<file path="src/rtl/fifo_pkg.sv">
// -----------------------------------------------------------------------------
// fifo_pkg
//   Constants shared by the 16x8 FIFO memory and its pointer/flag controller.
//   FIFO_ADDR_W  memory address width
//   FIFO_DEPTH   number of memory words (2**FIFO_ADDR_W)
//   FIFO_DATA_W  memory word width
//   ptr_t        pointer type: address bits plus one wrap bit
//   data_t       memory word type
// -----------------------------------------------------------------------------
package fifo_pkg;

    localparam int FIFO_ADDR_W = 4;
    localparam int FIFO_DEPTH  = 1 << FIFO_ADDR_W;
    localparam int FIFO_DATA_W = 8;

    typedef logic [FIFO_ADDR_W:0]   ptr_t;
    typedef logic [FIFO_DATA_W-1:0] data_t;

endpackage

</file>
<file path="src/rtl/fifo_ptr_ctrl_if.sv">
// -----------------------------------------------------------------------------
// fifo_ptr_ctrl_if
//   Request/status bundle between producer/consumer logic (master) and the
//   FIFO pointer controller (slave). Carries no data; the memory data path is
//   wired separately.
//   master drives : flush, wr_req, rd_req
//   slave drives  : mem_we, mem_w_addr, mem_re, mem_r_addr, rd_valid,
//                   full, empty, almost_full, almost_empty, count,
//                   overflow, underflow
// -----------------------------------------------------------------------------
interface fifo_ptr_ctrl_if
    import fifo_pkg::*;
#(
    parameter int ADDR_W = FIFO_ADDR_W
) ();

    logic              flush;
    logic              wr_req;
    logic              rd_req;

    logic              mem_we;
    logic [ADDR_W-1:0] mem_w_addr;
    logic              mem_re;
    logic [ADDR_W-1:0] mem_r_addr;
    logic              rd_valid;

    logic              full;
    logic              empty;
    logic              almost_full;
    logic              almost_empty;
    logic [ADDR_W:0]   count;
    logic              overflow;
    logic              underflow;

    modport master (
        output flush, wr_req, rd_req,
        input  mem_we, mem_w_addr, mem_re, mem_r_addr, rd_valid,
        input  full, empty, almost_full, almost_empty, count,
        input  overflow, underflow
    );

    modport slave (
        input  flush, wr_req, rd_req,
        output mem_we, mem_w_addr, mem_re, mem_r_addr, rd_valid,
        output full, empty, almost_full, almost_empty, count,
        output overflow, underflow
    );

endinterface

</file>
<file path="src/rtl/fifo_ptr.sv">
// -----------------------------------------------------------------------------
// fifo_ptr
//   Wrap-bit pointer register. ADDR_W address bits plus one wrap bit; the
//   natural binary carry out of the address bits toggles the wrap bit, so
//   address 2**ADDR_W-1 wraps to 0 with the wrap bit flipped.
//   Priority: rst > load > inc.
//   clk       in   clock
//   rst       in   synchronous active-high reset, pointer -> 0
//   inc       in   advance pointer by one
//   load      in   replace pointer with load_val
//   load_val  in   value used by load
//   ptr       out  current pointer
// -----------------------------------------------------------------------------
module fifo_ptr
    import fifo_pkg::*;
#(
    parameter int ADDR_W = FIFO_ADDR_W
) (
    input  logic            clk,
    input  logic            rst,
    input  logic            inc,
    input  logic            load,
    input  logic [ADDR_W:0] load_val,
    output logic [ADDR_W:0] ptr
);

    localparam logic [ADDR_W:0] PTR_ONE = {{ADDR_W{1'b0}}, 1'b1};

    always_ff @(posedge clk) begin
        if (rst) begin
            ptr <= '0;
        end else if (load) begin
            ptr <= load_val;
        end else if (inc) begin
            ptr <= ptr + PTR_ONE;
        end
    end

endmodule

</file>
<file path="src/rtl/fifo_ptr_ctrl.sv">
// -----------------------------------------------------------------------------
// fifo_ptr_ctrl
//   Pointer/flag controller for the 16x8 FIFO memory. Generates the memory
//   write/read enables and addresses from two wrap-bit pointers, derives
//   full/empty/almost flags and occupancy, aligns rd_valid with the memory's
//   registered dout and keeps sticky overflow/underflow error flags.
//   clk   in      clock, all state on rising edge
//   rst   in      synchronous active-high reset; dominates flush and requests
//   bus   slave   request/status bundle (see fifo_ptr_ctrl_if)
// -----------------------------------------------------------------------------
module fifo_ptr_ctrl
    import fifo_pkg::*;
#(
    parameter int ADDR_W       = FIFO_ADDR_W,
    parameter int ALMOST_FULL  = 12,
    parameter int ALMOST_EMPTY = 2
) (
    input  logic            clk,
    input  logic            rst,
    fifo_ptr_ctrl_if.slave  bus
);

    localparam logic [ADDR_W:0] AF_LVL = (ADDR_W+1)'(ALMOST_FULL);
    localparam logic [ADDR_W:0] AE_LVL = (ADDR_W+1)'(ALMOST_EMPTY);

    // Occupancy is the modular pointer difference; the wrap bit makes 0 and
    // DEPTH distinguishable.
    function automatic logic [ADDR_W:0] occupancy(input logic [ADDR_W:0] w,
                                                  input logic [ADDR_W:0] r);
        return w - r;
    endfunction

    function automatic logic ptrs_full(input logic [ADDR_W:0] w,
                                       input logic [ADDR_W:0] r);
        return (w[ADDR_W] != r[ADDR_W]) && (w[ADDR_W-1:0] == r[ADDR_W-1:0]);
    endfunction

    logic [ADDR_W:0] wptr;
    logic [ADDR_W:0] rptr;
    logic [ADDR_W:0] occ;
    logic            full_c;
    logic            empty_c;
    logic            hold;
    logic            wr_acc;
    logic            rd_acc;
    logic            wr_err;
    logic            rd_err;
    logic            rd_vld_p1;
    logic            ovf_q;
    logic            unf_q;

    always_comb begin
        occ     = occupancy(wptr, rptr);
        full_c  = ptrs_full(wptr, rptr);
        empty_c = (wptr == rptr);

        // Reset and flush both suppress every request for the cycle.
        hold    = rst | bus.flush;

        // No pass-through when full and no bypass when empty: acceptance
        // depends only on the current pointers, never on the other request.
        wr_acc  = bus.wr_req & ~full_c  & ~hold;
        rd_acc  = bus.rd_req & ~empty_c & ~hold;

        wr_err  = bus.wr_req & full_c  & ~hold;
        rd_err  = bus.rd_req & empty_c & ~hold;
    end

    fifo_ptr #(.ADDR_W(ADDR_W)) u_wptr (
        .clk      (clk),
        .rst      (rst),
        .inc      (wr_acc),
        .load     (1'b0),
        .load_val ({(ADDR_W+1){1'b0}}),
        .ptr      (wptr)
    );

    // Flush discards the contents by catching the read pointer up to the
    // write pointer; the memory itself is left alone.
    fifo_ptr #(.ADDR_W(ADDR_W)) u_rptr (
        .clk      (clk),
        .rst      (rst),
        .inc      (rd_acc),
        .load     (bus.flush),
        .load_val (wptr),
        .ptr      (rptr)
    );

    // ---- stage p1: read issued last cycle, memory dout now valid ----
    always_ff @(posedge clk) begin
        if (rst) begin
            rd_vld_p1 <= 1'b0;
        end else begin
            rd_vld_p1 <= rd_acc;
        end
    end

    always_ff @(posedge clk) begin
        if (rst) begin
            ovf_q <= 1'b0;
            unf_q <= 1'b0;
        end else begin
            if (wr_err) begin
                ovf_q <= 1'b1;
            end
            if (rd_err) begin
                unf_q <= 1'b1;
            end
        end
    end

    assign bus.mem_we       = wr_acc;
    assign bus.mem_w_addr   = wptr[ADDR_W-1:0];
    assign bus.mem_re       = rd_acc;
    assign bus.mem_r_addr   = rptr[ADDR_W-1:0];
    assign bus.rd_valid     = rd_vld_p1;
    assign bus.full         = full_c;
    assign bus.empty        = empty_c;
    assign bus.count        = occ;
    assign bus.almost_full  = (occ >= AF_LVL);
    assign bus.almost_empty = (occ <= AE_LVL);
    assign bus.overflow     = ovf_q;
    assign bus.underflow    = unf_q;

endmodule
</file>
<file path="src/flat_wrapper.sv">
// flat-port wrapper written by rule: the top's interface ports become plain ports
module fifo_ptr_ctrl_flat import fifo_pkg::*;
#(
    parameter int ADDR_W       = FIFO_ADDR_W,
    parameter int ALMOST_FULL  = 12,
    parameter int ALMOST_EMPTY = 2
)
  (clk, rst, bus_flush, bus_wr_req, bus_rd_req, bus_mem_we, bus_mem_w_addr, bus_mem_re, bus_mem_r_addr, bus_rd_valid, bus_full, bus_empty, bus_almost_full, bus_almost_empty, bus_count, bus_overflow, bus_underflow);
  fifo_ptr_ctrl_if #(.ADDR_W(ADDR_W)) bus_i ();
  input  logic clk;
  input  logic rst;
  input wire logic [$bits(bus_i.flush)-1:0] bus_flush;
  input wire logic [$bits(bus_i.wr_req)-1:0] bus_wr_req;
  input wire logic [$bits(bus_i.rd_req)-1:0] bus_rd_req;
  output wire logic [$bits(bus_i.mem_we)-1:0] bus_mem_we;
  output wire logic [$bits(bus_i.mem_w_addr)-1:0] bus_mem_w_addr;
  output wire logic [$bits(bus_i.mem_re)-1:0] bus_mem_re;
  output wire logic [$bits(bus_i.mem_r_addr)-1:0] bus_mem_r_addr;
  output wire logic [$bits(bus_i.rd_valid)-1:0] bus_rd_valid;
  output wire logic [$bits(bus_i.full)-1:0] bus_full;
  output wire logic [$bits(bus_i.empty)-1:0] bus_empty;
  output wire logic [$bits(bus_i.almost_full)-1:0] bus_almost_full;
  output wire logic [$bits(bus_i.almost_empty)-1:0] bus_almost_empty;
  output wire logic [$bits(bus_i.count)-1:0] bus_count;
  output wire logic [$bits(bus_i.overflow)-1:0] bus_overflow;
  output wire logic [$bits(bus_i.underflow)-1:0] bus_underflow;
  assign bus_i.flush = bus_flush;
  assign bus_i.wr_req = bus_wr_req;
  assign bus_i.rd_req = bus_rd_req;
  assign bus_mem_we = bus_i.mem_we;
  assign bus_mem_w_addr = bus_i.mem_w_addr;
  assign bus_mem_re = bus_i.mem_re;
  assign bus_mem_r_addr = bus_i.mem_r_addr;
  assign bus_rd_valid = bus_i.rd_valid;
  assign bus_full = bus_i.full;
  assign bus_empty = bus_i.empty;
  assign bus_almost_full = bus_i.almost_full;
  assign bus_almost_empty = bus_i.almost_empty;
  assign bus_count = bus_i.count;
  assign bus_overflow = bus_i.overflow;
  assign bus_underflow = bus_i.underflow;
  fifo_ptr_ctrl #(.ADDR_W(ADDR_W), .ALMOST_FULL(ALMOST_FULL), .ALMOST_EMPTY(ALMOST_EMPTY)) u_core (.clk(clk), .rst(rst), .bus(bus_i));
endmodule
</file>
<file path="config.mk">
export PLATFORM = sky130hd
export DESIGN_NAME = fifo_ptr_ctrl_flat
export DESIGN_NICKNAME = d
export VERILOG_FILES = /design/src/rtl/fifo_pkg.sv /design/src/rtl/fifo_ptr_ctrl_if.sv /design/src/rtl/fifo_ptr.sv /design/src/rtl/fifo_ptr_ctrl.sv /design/src/flat_wrapper.sv
export SDC_FILE = /design/constraint.sdc
export NUM_CORES = 1
export LEC_CHECK = 0
export ABC_AREA = 1
export CELL_PAD_IN_SITES_DETAIL_PLACEMENT = 0
export CELL_PAD_IN_SITES_GLOBAL_PLACEMENT = 2
export CORE_ASPECT_RATIO = 1.75
export CORE_MARGIN = 1.5
export CORE_UTILIZATION = 22
export DETAILED_ROUTE_END_ITERATION = 7
export GPL_TIMING_DRIVEN = 0
export HOLD_SLACK_MARGIN = 0.05
export PLACE_DENSITY = 0.76
export SLEW_MARGIN = 0
export SYNTH_ARGS = -nofsm -noshare
export SYNTH_HDL_FRONTEND = slang
export SYNTH_HIERARCHICAL = 1
export SYNTH_SLANG_ARGS = --single-unit
</file>
<file path="constraint.sdc">
create_clock -name clk -period 1.99 [get_ports clk]
set_input_delay 0.199 -clock clk [delete_from_list [all_inputs] [get_ports clk]]
set_output_delay 0.199 -clock clk [all_outputs]
set_load 0.1 [all_outputs]
</file>
======== Word level (Yosys, flattened, before mapping) ========
Index checks and enable logic that the tools add are counted.
operators by class
  add/sub/neg operators ................... 3
  $lt $le $gt $ge ......................... 2
  eq/ne operators ......................... 3
  multiplexer cells ....................... 2
  bitwise logic cells ..................... 12
  reduce and logical (&&, ||, !) cells .... 2
operator list
  operator             number
  $add 5x1->5 const B  2
  $mux 5               2
  $and 1x1->1          8
  $eq 5x5->1           1
  $ge 5x4->1 const B   1
  $le 5x2->1 const B   1
  $sub 5x5->5          1
  $eq 4x4->1           1
  $not 1->1            3
  $reduce_bool 2->1    1
  $logic_and 1x1->1    1
  $ne 1x1->1           1
  $or 1x1->1           1
storage, ports and cells
  bits in registers ....................... 13
  input bits .............................. 5

======== Logic depth before layout (Yosys ltp) ========
  depth in word-level cells ............... 6
  mapped depth ............................ 13
  mapped depth without buffers ............ 13

======== Hierarchy ========
Netlist, hierarchy kept.
modules (own cells, without submodules)
  module         instances  cells each  area an instance (µm²)
  fifo_ptr       2          43          302.8
  fifo_ptr_ctrl  1          79          440.4

======== Least setup slack after synthesis ========
Ideal clock, no wire load.
  path kind ............................... register to register
  start ................................... register u_core.u_rptr.ptr[1]
  end ..................................... register u_core.u_rptr.ptr[3]
  setup time .............................. 0.071 ns
  arrival time ............................ 4.868 ns
  setup slack ............................. -2.948 ns
  stages on the path, launching flop included .. 12
  path buffers ............................ 0
  clock period less this slack ............ 4.938 ns
  cell sequence ........................... dfxtp_1 -> inv_1 -> ha_1 -> nand2_1 -> nor2_2 -> inv_2 -> nor2_4 -> nor3_1 -> inv_1 -> nor2_2 -> nand3_1 -> a21oi_1
between the ends
  longest elaborated chain between the ends .. 5
  elaborated cells on any way between the ends .. 8
ends and longest elaborated chain
  what                                line                 source
  from (decl)                         fifo_ptr.sv:24       output logic [ADDR_W:0] ptr
  from (signal assigned)              fifo_ptr.sv:33       ptr <= load_val;
  from (signal assigned)              fifo_ptr.sv:35       ptr <= ptr + PTR_ONE;
  $eq 5x5->1                          fifo_ptr_ctrl.sv:55  empty_c = (wptr == rptr);
  named net bus_empty                 flat_wrapper.sv:21   output wire logic [$bits(bus_i.empty)-1:0] bus_empty;
  $not 1->1                           fifo_ptr_ctrl.sv:63  rd_acc = bus.rd_req & ~empty_c & ~hold;
  $and 1x1->1 (2 in a row)            fifo_ptr_ctrl.sv:63
  named net bus_mem_re                flat_wrapper.sv:17   output wire logic [$bits(bus_i.mem_re)-1:0] bus_mem_re;
  $reduce_bool 2->1 (no source line)  n/a
The timed path passes the listed nets, and every way through them passes these cells. The select of a mux whose other input is x is not followed.
A chain may end at the register's enable or synchronous reset.

======== Final worst setup path ========
  start ................................... register u_core.u_wptr.ptr[0]
  end ..................................... output bus_almost_empty
between the ends
  longest elaborated chain between the ends .. 2
ends and longest elaborated chain
  what                    line                  source
  from (decl)             fifo_ptr.sv:24
  from (signal assigned)  fifo_ptr.sv:33
  from (signal assigned)  fifo_ptr.sv:35
  $sub 5x5->5             fifo_ptr_ctrl.sv:30   return w - r;
  $le 5x2->1              fifo_ptr_ctrl.sv:121  assign bus.almost_empty = (occ <= AE_LVL);
  to (decl)               flat_wrapper.sv:23    output wire logic [$bits(bus_i.almost_empty)-1:0] bus_almost_empty;
No other way between the ends.

==> impl_metrics.env <==
export IMPL_status="complete, but fails checks"
export IMPL_violations="setup timing"
export IMPL_yosysUniqueCellTypes=21
export IMPL_grt_usage_pct=12.7
export IMPL_routed_wl_um=2900
export IMPL_multi_input_area_um2=871
export IMPL_fin_crit_sh_pct=104
export IMPL_critPathBufInv=3
export IMPL_slowest_stage="fa_2"
export IMPL_combPwrFrac_pct=58.9
export IMPL_use_met3_pct=1.43
export IMPL_worstSetupStartpointType="flop"
export IMPL_holdWs_ns=0.429
export IMPL_grt_setup_unrepaired="true"
export IMPL_clkPwrFrac_pct=18.6
export IMPL_finalSetupViolations=3
export IMPL_cts_hold_buf=0
export IMPL_vias_per_cell=4.44
export IMPL_synth_simple_area_share_pct=40.4
export IMPL_p_leak_nw=0.854
export IMPL_syn_to_final_growth_pct=69.1
export IMPL_numCtsBuffers=3
export IMPL_place_hpwl_um=2280
export IMPL_numPortBuffers=26
export IMPL_layout_min_cycle_time_ns=2.07
export IMPL_synthAdderAreaFrac_pct=9.09
export IMPL_netlist_instances=165
export IMPL_grt_start_max_net_pins=12
export IMPL_end_kind="primary output"
export IMPL_reg2reg_slack_ns=0.11
export IMPL_finalMaxSlewViolations=0
export IMPL_seq_area_frac_synth_pct=24.9
export IMPL_max_slew_margin_pct=35.0
export IMPL_vias=1141
export IMPL_min_delay_start="rst"
export IMPL_synth_top_family_by_area="simple AND/OR/NAND/NOR gates"
export IMPL_critical_path_top_delay_family="adder cells"
export IMPL_synth_top_area_share_pct=24.9
export IMPL_hp_class="primary input to flop"
export IMPL_cts_tree="yes"
export IMPL_grt_pass1_vias=1086
export IMPL_max_freq_mhz=484
export IMPL_r2r_start="u_core/u_wptr/ptr[2]"
export IMPL_hold_viol=0
export IMPL_seq_power_share_pct=22.5
export IMPL_post_route_drc_count=0
export IMPL_fp_dieH_um=94.2
export IMPL_htreeDepth=1
export IMPL_ant_nets=0
export IMPL_grt_ovfl_total=0
export IMPL_yosys_warnings=6
export IMPL_drt_iter0_drc=13
export IMPL_die_x_um=55.1
export IMPL_p_sw_uw=653
export IMPL_initial_utilization_pct=22.6
export IMPL_regArea_um2=290
export IMPL_dieArea_mm2=0.00519
export IMPL_p_total_mw=1.29
export IMPL_path_class="flop to primary output"
export IMPL_diodes=0
export IMPL_cp_arrival_ns=1.87
export IMPL_syn_avg_cell_area_um2=6.34
export IMPL_ys_top_cells_by_area="dfxtp_1 25%, nand2_1 17%, inv_1 11%"
export IMPL_fillers=491
export IMPL_rows=33
export IMPL_netlist_area_mm2=0.00105
export IMPL_synth_compound_area_share_pct=9.57
export IMPL_cts_root_buffer="clkbuf_8"
export IMPL_ir_drop_mv=0.455
export IMPL_grt_pass1_wl_um=4830
export IMPL_fin_skew_ns=0.00399
export IMPL_p_int_uw=635
export IMPL_r2r_end="u_core/u_rptr/ptr[3]"
export IMPL_setup_slack_ns=-0.0767
export IMPL_hold_end="u_core/bus.underflow"
export IMPL_cts_buffer_depth=2
export IMPL_cts_sinks=13
export IMPL_core_mm2=0.00462
export IMPL_firstDrtPassIters=4
export IMPL_switching_share_pct=50.7
export IMPL_gp_congestion=0.703
export IMPL_powerDensity_mw_per_mm2=728
export IMPL_gr_usage_met2_pct=23.4
export IMPL_nNetsFinal=218
export IMPL_grt_busiest_layer="met2"
export IMPL_ys_ff_latch=13
export IMPL_maxCapViolCount=0
export IMPL_path_cells="inv_4 -> ha_4 -> inv_4 -> fa_2 -> nand2_4 -> nand2_8 -> nor2_4 -> nand3_2 -> nor2_4 -> buf_12"
export IMPL_synth_xor_area_share_pct=1.67
export IMPL_r2r_worst_path_cells=10
export IMPL_cp_required_ns=1.79
export IMPL_clkTransAtPathRegs_ns=0.06
export IMPL_path_max_fanout=3
export IMPL_whs_path_depth=2
export IMPL_io_pins=27
export IMPL_critPathMaxStageDelay_ns=0.40
export IMPL_tightest_slew_ns=0.971
export IMPL_drive_above_1_share_pct=33.2
export IMPL_synth_top_cell_by_area="dfxtp_1"
export IMPL_antenna_found_initial=0
export IMPL_insertion_delay_ns=0.24
export IMPL_synthMuxAreaShare_pct=0
export IMPL_wl_per_cell_um=11.3
export IMPL_met1_usage_pct=13.4
-- sequential cells by signal, indices dropped and copies added (netlist names) --
register	cells
u_core/u_rptr/ptr	5
u_core/bus.overflow	1
u_core/u_wptr/ptr	5
u_core/bus.rd_valid	1
u_core/bus.underflow	1
-- power groups by stage --
stage               clock network [mW]  logic (mW)  registers, mW
floorplan                            0       0.473          0.368
global placement                     0       0.668          0.299
detailed placement                   0       0.670          0.300
CTS                              0.252       0.723          0.291
global route                     0.260       0.804          0.293
finish                           0.239       0.759          0.290
-- layout by cell type (no fill, tap or decap), types with 3 or more instances in the layout --
| cell | n |
|---|---|
| buf_6 | 4 |
| nand2_1 | 35 |
| buf_4 | 7 |
| clkdlybuf4s50_1 | 7 |
| buf_12 | 5 |
| dlymetal6s2s_1 | 3 |
| dfxtp_4 | 8 |
| dlygate4sd2_1 | 5 |
| nand4_1 | 4 |
| a21boi_0 | 4 |
| nor2_2 | 3 |
| nor2_1 | 3 |
| a21oi_1 | 9 |
| inv_1 | 27 |
| nand2_2 | 6 |
| nand2_4 | 6 |
| conb_1 | 6 |
| nor3_1 | 3 |
| inv_2 | 3 |
| clkbuf_8 | 3 |
| dfxtp_1 | 5 |
| ha_4 | 4 |
| nand3_1 | 16 |
| inv_4 | 3 |
| nor2_4 | 7 |
-- per-stage QoR --
step | utilization, % | cells | setup TNS [ns] | area, µm² | worst slack, ns
2_1_floorplan | - | 170 | -8.38 | 1240 | -0.746
3_3_place_gp | 33.8 | 248 | -7.66 | 1560 | -0.900
3_5_place_dp | 33.8 | 248 | -7.62 | 1560 | -0.895
4_1_cts | 36.1 | 255 | -0.148 | 1670 | -0.0932
5_1_grt | 38.3 | 257 | -0.444 | 1770 | -0.154
6_report | 38.3 | 257 | -0.188 | 1770 | -0.0767
-- cells in the mapped netlist --
cell type / number
fa_1: 1
nand2_1: 48
ha_1: 6
o21ai_0: 2
a21oi_1: 9
nor2_4: 4
xor2_1: 2
a21boi_0: 4
nand3_2: 1
buf_6: 2
conb_1: 1
a22oi_1: 2
inv_1: 32
nand3_1: 18
nor2_2: 3
nor3_1: 5
dfxtp_1: 13
nand4_1: 4
inv_2: 1
nor2_1: 6
nand2_2: 1
-- final cells by class --
type | count | area share [%]
Multi-Input combinational cell | 122 | 49.2
Buffer | 2 | 1.27
Timing Repair Buffer | 31 | 19.4
Tap cell | 52 | 3.68
Clock buffer | 4 | 2.55
Inverter | 33 | 7.43
Sequential cell | 13 | 16.4
-- routing by layer --
metal  share of wire [%]  wire length, µm
met4                 1.2               35
met3                 2.0               59
met5                   0                0
met1                  39             1130
met2                  58             1680
-- what timing repair did --
item | CTS | global route
pin swaps | 6 | 9
gates cloned | 0 | 0
buffers inserted | 3 | 2
endpoints found under the hold margin | 0 | 0
resized for setup | 85 | 22
setup endpoints to repair | 16 | 15
-- worst register-to-register path: cells and delay by family, from the launching register on --
family          cells  cell delay [ns]
flops               1             0.38
compound gates      1             0.13
simple gates        6             0.80
buf+inv             2             0.21
fa+ha+maj           1             0.28
-- worst max path at each step --
stage                         start              endpoint  slack [ns]  cells after the start
2_1_floorplan  u_core/u_rptr/ptr[2]  u_core/u_rptr/ptr[3]       -0.75                     11
3_5_place_dp   u_core/u_wptr/ptr[0]      bus_almost_empty       -0.90                     10
6_report       u_core/u_wptr/ptr[0]      bus_almost_empty       -0.08                     10
3_3_place_gp                    rst            bus_mem_re       -0.90                      5
4_1_cts        u_core/u_wptr/ptr[0]      bus_almost_empty       -0.09                     10
5_1_grt        u_core/u_wptr/ptr[0]       bus_almost_full       -0.15                     11
-- kinds of logic after synthesis --
logic type                 count (synthesis)
buffers and inverters                     35
other                                      1
and+or+nand+nor                           90
xor gates and xnor gates                   2
AOI/OAI and AO/OA                         17
DFF                                       13
adders and majority gates                  7
(Power assumes the default switching activity.)
